<file path="src/rtl/console_mmio_pkg.sv">
// console_mmio_pkg: register map, cursor key and STATUS/DATA bit positions
package console_mmio_pkg;

    typedef enum logic [1:0] {
        REG_DATA   = 2'd0,
        REG_STATUS = 2'd1,
        REG_CURSOR = 2'd2,
        REG_RSVD   = 2'd3
    } reg_e;

    localparam logic [15:0] CURSOR_KEY = 16'hFFFF;

    localparam int DATA_VALID_BIT = 8;
    localparam int STAT_OVF_BIT   = 9;
    localparam int STAT_FULL_BIT  = 8;
    localparam int STAT_CNT_MSB   = 7;

endpackage

</file>
<file path="src/rtl/byte_fifo.sv">
// byte_fifo: flop-based byte FIFO with simultaneous push/pop, even when full
module byte_fifo #(
    parameter  int DEPTH = 8,
    localparam int AW    = $clog2(DEPTH),
    localparam int CW    = $clog2(DEPTH) + 1
) (
    input  logic          clk,
    input  logic          rst_n,
    input  logic          push,
    input  logic          pop,
    input  logic [7:0]    din,
    output logic [7:0]    dout,
    output logic          full,
    output logic          empty,
    output logic [CW-1:0] count
);

    logic [7:0]    mem_q [DEPTH];
    logic [7:0]    mem_d [DEPTH];
    logic [AW-1:0] wptr_q, wptr_d, rptr_q, rptr_d;
    logic [CW-1:0] count_q, count_d;
    logic          do_push, do_pop;

    assign empty   = count_q == '0;
    assign full    = count_q == CW'(DEPTH);
    assign dout    = mem_q[rptr_q];
    assign count   = count_q;
    assign do_pop  = pop && !empty;
    assign do_push = push && (!full || do_pop);

    // next storage, pointers (wrap naturally at power-of-two depth) and occupancy
    always_comb begin
        mem_d   = mem_q;
        wptr_d  = wptr_q;
        rptr_d  = rptr_q;
        if (do_push) begin
            mem_d[wptr_q] = din;
            wptr_d        = wptr_q + 1'b1;
        end
        if (do_pop)
            rptr_d = rptr_q + 1'b1;
        count_d = count_q + CW'(do_push) - CW'(do_pop);
    end

    // pointer and count registers, cleared by reset
    always_ff @(posedge clk or negedge rst_n) begin
        if (!rst_n) begin
            wptr_q  <= '0;
            rptr_q  <= '0;
            count_q <= '0;
        end else begin
            wptr_q  <= wptr_d;
            rptr_q  <= rptr_d;
            count_q <= count_d;
        end
    end

    // payload storage needs no reset: count gates every read
    always_ff @(posedge clk) begin
        mem_q <= mem_d;
    end

endmodule

</file>
<file path="src/rtl/console_mmio.sv">
// console_mmio: memory-mapped keyboard FIFO and text cursor registers
module console_mmio
    import console_mmio_pkg::*;
#(
    parameter logic [31:0] BASE_ADDR  = 32'hA000_0000,
    parameter int          FIFO_DEPTH = 8
) (
    input  logic        clk,
    input  logic        rst_n,
    input  logic        kb_valid,
    input  logic [7:0]  kb_data,
    input  logic [31:0] addr,
    input  logic        re,
    input  logic        we,
    input  logic [31:0] wdata,
    output logic [31:0] rdata,
    output logic        sel,
    output logic [7:0]  cursor_row,
    output logic [7:0]  cursor_col,
    output logic        irq
);

    localparam int CW = $clog2(FIFO_DEPTH) + 1;

    reg_e          off;
    logic [7:0]    head;
    logic          full, empty, pop, rd_status, drop, cur_wr;
    logic [CW-1:0] count;
    logic [7:0]    cnt8;
    logic [31:0]   data_word, status_word;
    logic          ovf_q, ovf_d;
    logic [7:0]    row_q, row_d, col_q, col_d;

    assign sel        = addr[31:4] == BASE_ADDR[31:4];
    assign off        = reg_e'(addr[3:2]);
    assign cnt8       = 8'(count);
    assign pop        = sel && re && off == REG_DATA && !empty;
    assign rd_status  = sel && re && off == REG_STATUS;
    assign drop       = kb_valid && full && !pop;
    assign cur_wr     = sel && we && (off == REG_DATA || off == REG_CURSOR) && wdata[31:16] == CURSOR_KEY;
    assign irq        = !empty;
    assign cursor_row = row_q;
    assign cursor_col = col_q;

    byte_fifo #(.DEPTH(FIFO_DEPTH)) u_fifo (
        .clk   (clk),
        .rst_n (rst_n),
        .push  (kb_valid),
        .pop   (pop),
        .din   (kb_data),
        .dout  (head),
        .full  (full),
        .empty (empty),
        .count (count)
    );

    // combinational read mux over the register window
    always_comb begin
        data_word                             = '0;
        data_word[7:0]                        = head;
        data_word[DATA_VALID_BIT]             = 1'b1;
        status_word                           = '0;
        status_word[STAT_CNT_MSB:0]           = cnt8;
        status_word[STAT_FULL_BIT]            = full;
        status_word[STAT_OVF_BIT]             = ovf_q;
        rdata = !sel                ? '0 :
                off == REG_DATA     ? (empty ? '0 : data_word) :
                off == REG_STATUS   ? status_word :
                off == REG_CURSOR   ? {16'b0, row_q, col_q} : '0;
    end

    // sticky overflow (a dropped byte beats a STATUS read clear) and keyed cursor load
    always_comb begin
        ovf_d = drop ? 1'b1 : rd_status ? 1'b0 : ovf_q;
        row_d = cur_wr ? wdata[15:8] : row_q;
        col_d = cur_wr ? wdata[7:0]  : col_q;
    end

    // overflow and cursor registers
    always_ff @(posedge clk or negedge rst_n) begin
        if (!rst_n) begin
            ovf_q <= 1'b0;
            row_q <= '0;
            col_q <= '0;
        end else begin
            ovf_q <= ovf_d;
            row_q <= row_d;
            col_q <= col_d;
        end
    end

endmodule

</file>
<file path="config.mk">
export PLATFORM = sky130hd
export DESIGN_NAME = console_mmio
export DESIGN_NICKNAME = d
export VERILOG_FILES = /design/src/rtl/console_mmio_pkg.sv /design/src/rtl/byte_fifo.sv /design/src/rtl/console_mmio.sv
export SDC_FILE = /design/constraint.sdc
export NUM_CORES = 1
export LEC_CHECK = 0
export ABC_CLOCK_PERIOD_IN_PS = 3750
export CORE_MARGIN = 3
export CORE_UTILIZATION = 51
export CTS_CLUSTER_DIAMETER = 120
export DETAILED_ROUTE_END_ITERATION = 12
export GPL_ROUTABILITY_DRIVEN = 0
export PLACE_DENSITY = 0.9
export SLEW_MARGIN = 20
export SYNTH_ARGS = -nofsm -noshare
export SYNTH_HDL_FRONTEND = slang
export SYNTH_SLANG_ARGS = --single-unit
export TNS_END_PERCENT = 100
</file>
<file path="constraint.sdc">
create_clock -name clk -period 3.75 [get_ports clk]
set_input_delay 0.75 -clock clk [delete_from_list [all_inputs] [get_ports clk]]
set_output_delay 0.75 -clock clk [all_outputs]
set_load 0.1 [all_outputs]
</file>
==> results.txt <==
- Run status: completed
* Transition at the pin with the smallest max-transition slack: 0.9858 ns
- Data on the critical path arrives at its endpoint at 2.74 ns.
* Number of max-cap violations: 0
- Worst reg2reg path endpoint: u_fifo.count[3]
- Top-area cell type share of the netlist area: 44.01%
- At the placement stage, the worst setup path has a slack of 0.2471 ns.
- After clock tree synthesis, the flow added hold-fix buffers numbering 0.
* Hold Crit Class: reg -> reg
* Fraction of power consumed by the clock network: 25.1%
- Endpoint of the worst hold path: cursor_row[7]
- Number of synthesized flops with an enable pin: 64
* Antenna cells: 0
* Site Rows: 33
- For the worst flop-to-flop path, the logic depth is 14.
* Via count of the first global-routing pass: 3212
- Length of routed met3 wiring: 847 um
- Required time worst endpoint: 3.00 ns
- In this run the power spent charging and discharging nets is 827.7 uW.
- Switching part of the total: 31.38%
- The floorplan step set the die height to 98.53 um.
- Of the available clock period, the critical path in the final layout requires 93.12%.
- Ranked by instance count, the synthesized netlist is headed by sky130_fd_sc_hd__edfxtp_1, sky130_fd_sc_hd__dfrtp_1, sky130_fd_sc_hd__a21oi_1, sky130_fd_sc_hd__buf_4, sky130_fd_sc_hd__mux4_2.
* Top metal layer carrying routed signals: met4
- I/O pin count: 127
- In the post-synthesis netlist, the biggest area contributors are sky130_fd_sc_hd__edfxtp_1, sky130_fd_sc_hd__dfrtp_1, sky130_fd_sc_hd__mux4_2, sky130_fd_sc_hd__mux2_4, sky130_fd_sc_hd__buf_4.
- Buffer and inverter count on the worst path: 3
- Wire length per cell after detailed routing: 20.12 um
* Register-to-register setup slack: 0.98 ns
- Number of max-slew violations in the final report: 0
* Initial cell density of the core: 52.88%
- Clock buffer depth: 2
* Via-per-instance ratio: 5.717
* Delay contributed by the slowest stage of the critical path: 0.39 ns
* Final ANT Viol Nets: 0
* Slowest cell on the critical path: sky130_fd_sc_hd__clkdlybuf4s50_1
- Number of buffers added by the clock tree synthesis step: 9
* Min-Delay Startpoint: cursor_row[7]
- Cell accounting for the most synthesized area: sky130_fd_sc_hd__edfxtp_1
- Fraction of the yosys area taken by sequential cells: 59.48%
* Synth-to-layout area growth: 37.42%
- STA classifies the critical path endpoint as an output pin.
* RSZ-0062 raised after global routing: no
* Number of library cell types mapped by synthesis: 53
- Worst slew margin: 34.08%
* Power density of the placed cells: 439.6 nW/um2
* Count of placed standard cells including taps: 514
- First-pass GRT wire length: 16.82 mm
* Antenna violations before repair: 0
- Between clock sinks in the finished design, the worst skew comes to 0.004682 ns.
- After detailed routing, the number of remaining DRC violations is 0.
- Met2 Wirelength: 5.601 mm
* Min cycle time layout: 3.492 ns
* Number of clock sinks: 91
- The total overflow left after global routing is 0.
- Most common cell in the synthesized netlist: sky130_fd_sc_hd__edfxtp_1
- Routed vias: 3030
- Max IR drop VDD: 0.2743 mV
- The floorplan step defined a die boundary enclosing 9708 um2.
- Number of nets in the final layout: 506
- Post-route insts no fill: 530
- Of all flip-flops after synthesis, the portion carrying an async set or reset was 29.67%.
- Clock Latency Late Sink: 0.36 ns
- Synth Warn #: 0
* Die boundary width: 98.53 um
- Number of search-and-repair iterations in the first detailed-routing pass: 4
- Clock transition at path regs: 0.09 ns
* Final Hold Viols: 0
- In this run the post-CTS setup repair buffer count came out at 0.
* Sum of routed wire segments on met1: 3.970 mm
- The critical path is of the in -> out type.
- Cell-internal power: 1810 uW
- Startpoint of the most critical register-to-register path: u_fifo.count[2]
- Seq cells post-synth: 91
* Post-detailed-placement half-perimeter wirelength: 7.782 mm
* Leakage Power: 0.002271 uW
- Cell-by-cell trace of the critical path: clkdlybuf4s50_1, nor4_1, nand3_2, or2_2, inv_1, and3_2, buf_12
- Fmax achieved: 286.4 MHz
- Wire length reported by the detailed router: 10.67 mm
- Resize count post-CTS: 0
- In this run, the number of DRC markers left after iteration 0 of detailed routing was 110.
- Final core utilization: 72.67%
- Of all nets on the critical path, the largest fanout is 11.
- Average cell area after synthesis: 14.75 um2
- Counting instances, the worst hold path has a depth of 1.
- The synthesized netlist occupies a cell area of 4367 um2.
- Sequential cells account for 50.1% of the total power.
- Of the total power, combinational logic draws 24.9%.
- The worst path meets setup with 0.2580 ns of slack.
- On the final layout, the worst hold slack is 0.5493 ns.
- CTS tree: done
* Startpoint type of the worst setup path: input port
* Setup-failing EPs final: 0
* Maximum level of the CTS H-tree: 3
- Among all flip-flop cells after synthesis, the most frequent one is sky130_fd_sc_hd__edfxtp_1.
* Pin count of the biggest net entering global routing: 28
- Top Family by Delay on Critical Path: simple AND/OR/NAND/NOR gates
- Fraction of layout instances using a drive strength above 1: 26.82%
* CTS root buffer: sky130_fd_sc_hd__clkbuf_8
- Global routing usage summed across all routing layers: 22.98%
- PortBufs: 108
* Synth Instances: 296
- Area of the core: 8258 um2
[power by group through the flow]
stage          Sequential, uW  Combinational, uW  Clock [uW]
2_1_floorplan            1290                441           0
3_3_place_gp             1320                599           0
3_5_place_dp             1340                649           0
4_1_cts                  1320                660         674
5_1_grt                  1330                717         728
6_report                 1320                656         661
[worst reg2reg max path: stages, from the launching register on]
cell and delay, ns:
sky130_fd_sc_hd__dfrtp_1 0.34, sky130_fd_sc_hd__inv_1 0.08, sky130_fd_sc_hd__ha_1 0.20, sky130_fd_sc_hd__nor3b_1 0.13, sky130_fd_sc_hd__buf_4 0.16, sky130_fd_sc_hd__inv_1 0.13, sky130_fd_sc_hd__nand3_1 0.11, sky130_fd_sc_hd__or3_1 0.35
sky130_fd_sc_hd__inv_1 0.12, sky130_fd_sc_hd__ha_1 0.16, sky130_fd_sc_hd__inv_1 0.06, sky130_fd_sc_hd__ha_1 0.28, sky130_fd_sc_hd__a21o_1 0.18, sky130_fd_sc_hd__a21oi_1 0.20, sky130_fd_sc_hd__xor2_1 0.20
[how the worst max path moves through the flow]
stage | startpoint | end | slack (ns) | cells past startpoint
detailed placement | addr[27] | u_fifo.count[3] | 0.25 | 12
CTS | addr[27] | rdata[3] | 0.25 | 7
global placement | addr[20] | rdata[0] | 0.30 | 7
finish | addr[19] | rdata[3] | 0.26 | 7
global route | addr[26] | rdata[3] | 0.16 | 7
floorplan | addr[6] | rdata[8] | -0.04 | 5
[logic make-up (layout without fill, tap and decap cells)]
| family | after synthesis | count (layout) | share of synthesized area (%) |
|---|---|---|---|
| adders and majority gates | 9 | 9 | 2.751 |
| buffers and inverters | 44 | 158 | 5.587 |
| DFF | 91 | 91 | 59.48 |
| other | 1 | 16 | 0.08588 |
| and+or+nand+nor | 62 | 62 | 9.369 |
| AOI/OAI and AO/OA | 47 | 47 | 7.278 |
| muxes | 38 | 38 | 14.64 |
| xor gates and xnor gates | 4 | 4 | 0.8024 |
[metrics by stage]
stage,TNS (ns),power (uW),cell area (um2)
after floorplan,-0.08577,1731,4448
after global placement,0,1920,5803
after detailed placement,0,1987,5803
after CTS,0,2653,6001
after global routing,0,2779,6001
final,0,2638,6001
[flip-flops by register name, indices dropped and copies added (netlist names)]
signal         flops
u_fifo.mem_q      64
u_fifo.wptr_q      3
ovf_q              1
u_fifo.count       4
cursor_row         8
cursor_col         8
u_fifo.rptr_q      3
[area by class of cell]
cell class / instances / area (um2)
Sequential cell: 91 / 2597
Fill cell: 542 / 2257
Multi-Input combinational cell: 176 / 1612
Timing Repair Buffer: 131 / 1421
Tap cell: 105 / 131.4
Clock buffer: 9 / 123.9
Clock inverter: 7 / 73.82
Inverter: 11 / 41.29
[cells in the final DEF, fill, tap and decap left out, types with 6 or more instances in the layout]
cell,instances
sky130_fd_sc_hd__clkdlybuf4s50_1,90
sky130_fd_sc_hd__nand2_1,11
sky130_fd_sc_hd__clkbuf_8,9
sky130_fd_sc_hd__inv_1,11
sky130_fd_sc_hd__ha_1,8
sky130_fd_sc_hd__conb_1,16
sky130_fd_sc_hd__o21ai_0,6
sky130_fd_sc_hd__and3_2,8
sky130_fd_sc_hd__mux2_4,10
sky130_fd_sc_hd__dfrtp_1,27
sky130_fd_sc_hd__mux4_2,16
sky130_fd_sc_hd__buf_12,17
sky130_fd_sc_hd__edfxtp_1,64
sky130_fd_sc_hd__mux2_2,7
sky130_fd_sc_hd__a21oi_1,12
sky130_fd_sc_hd__buf_4,24
[per-layer routing]
layer / GRT usage, % / vias to the layer above
met5: 0 / -
met4: 9.874 / 0
met3: 5.732 / 19
met2: 40.04 / 162
met1: 27.09 / 1488
li1: - / 1361
Note: power is estimated with default switching activity, not from simulation.
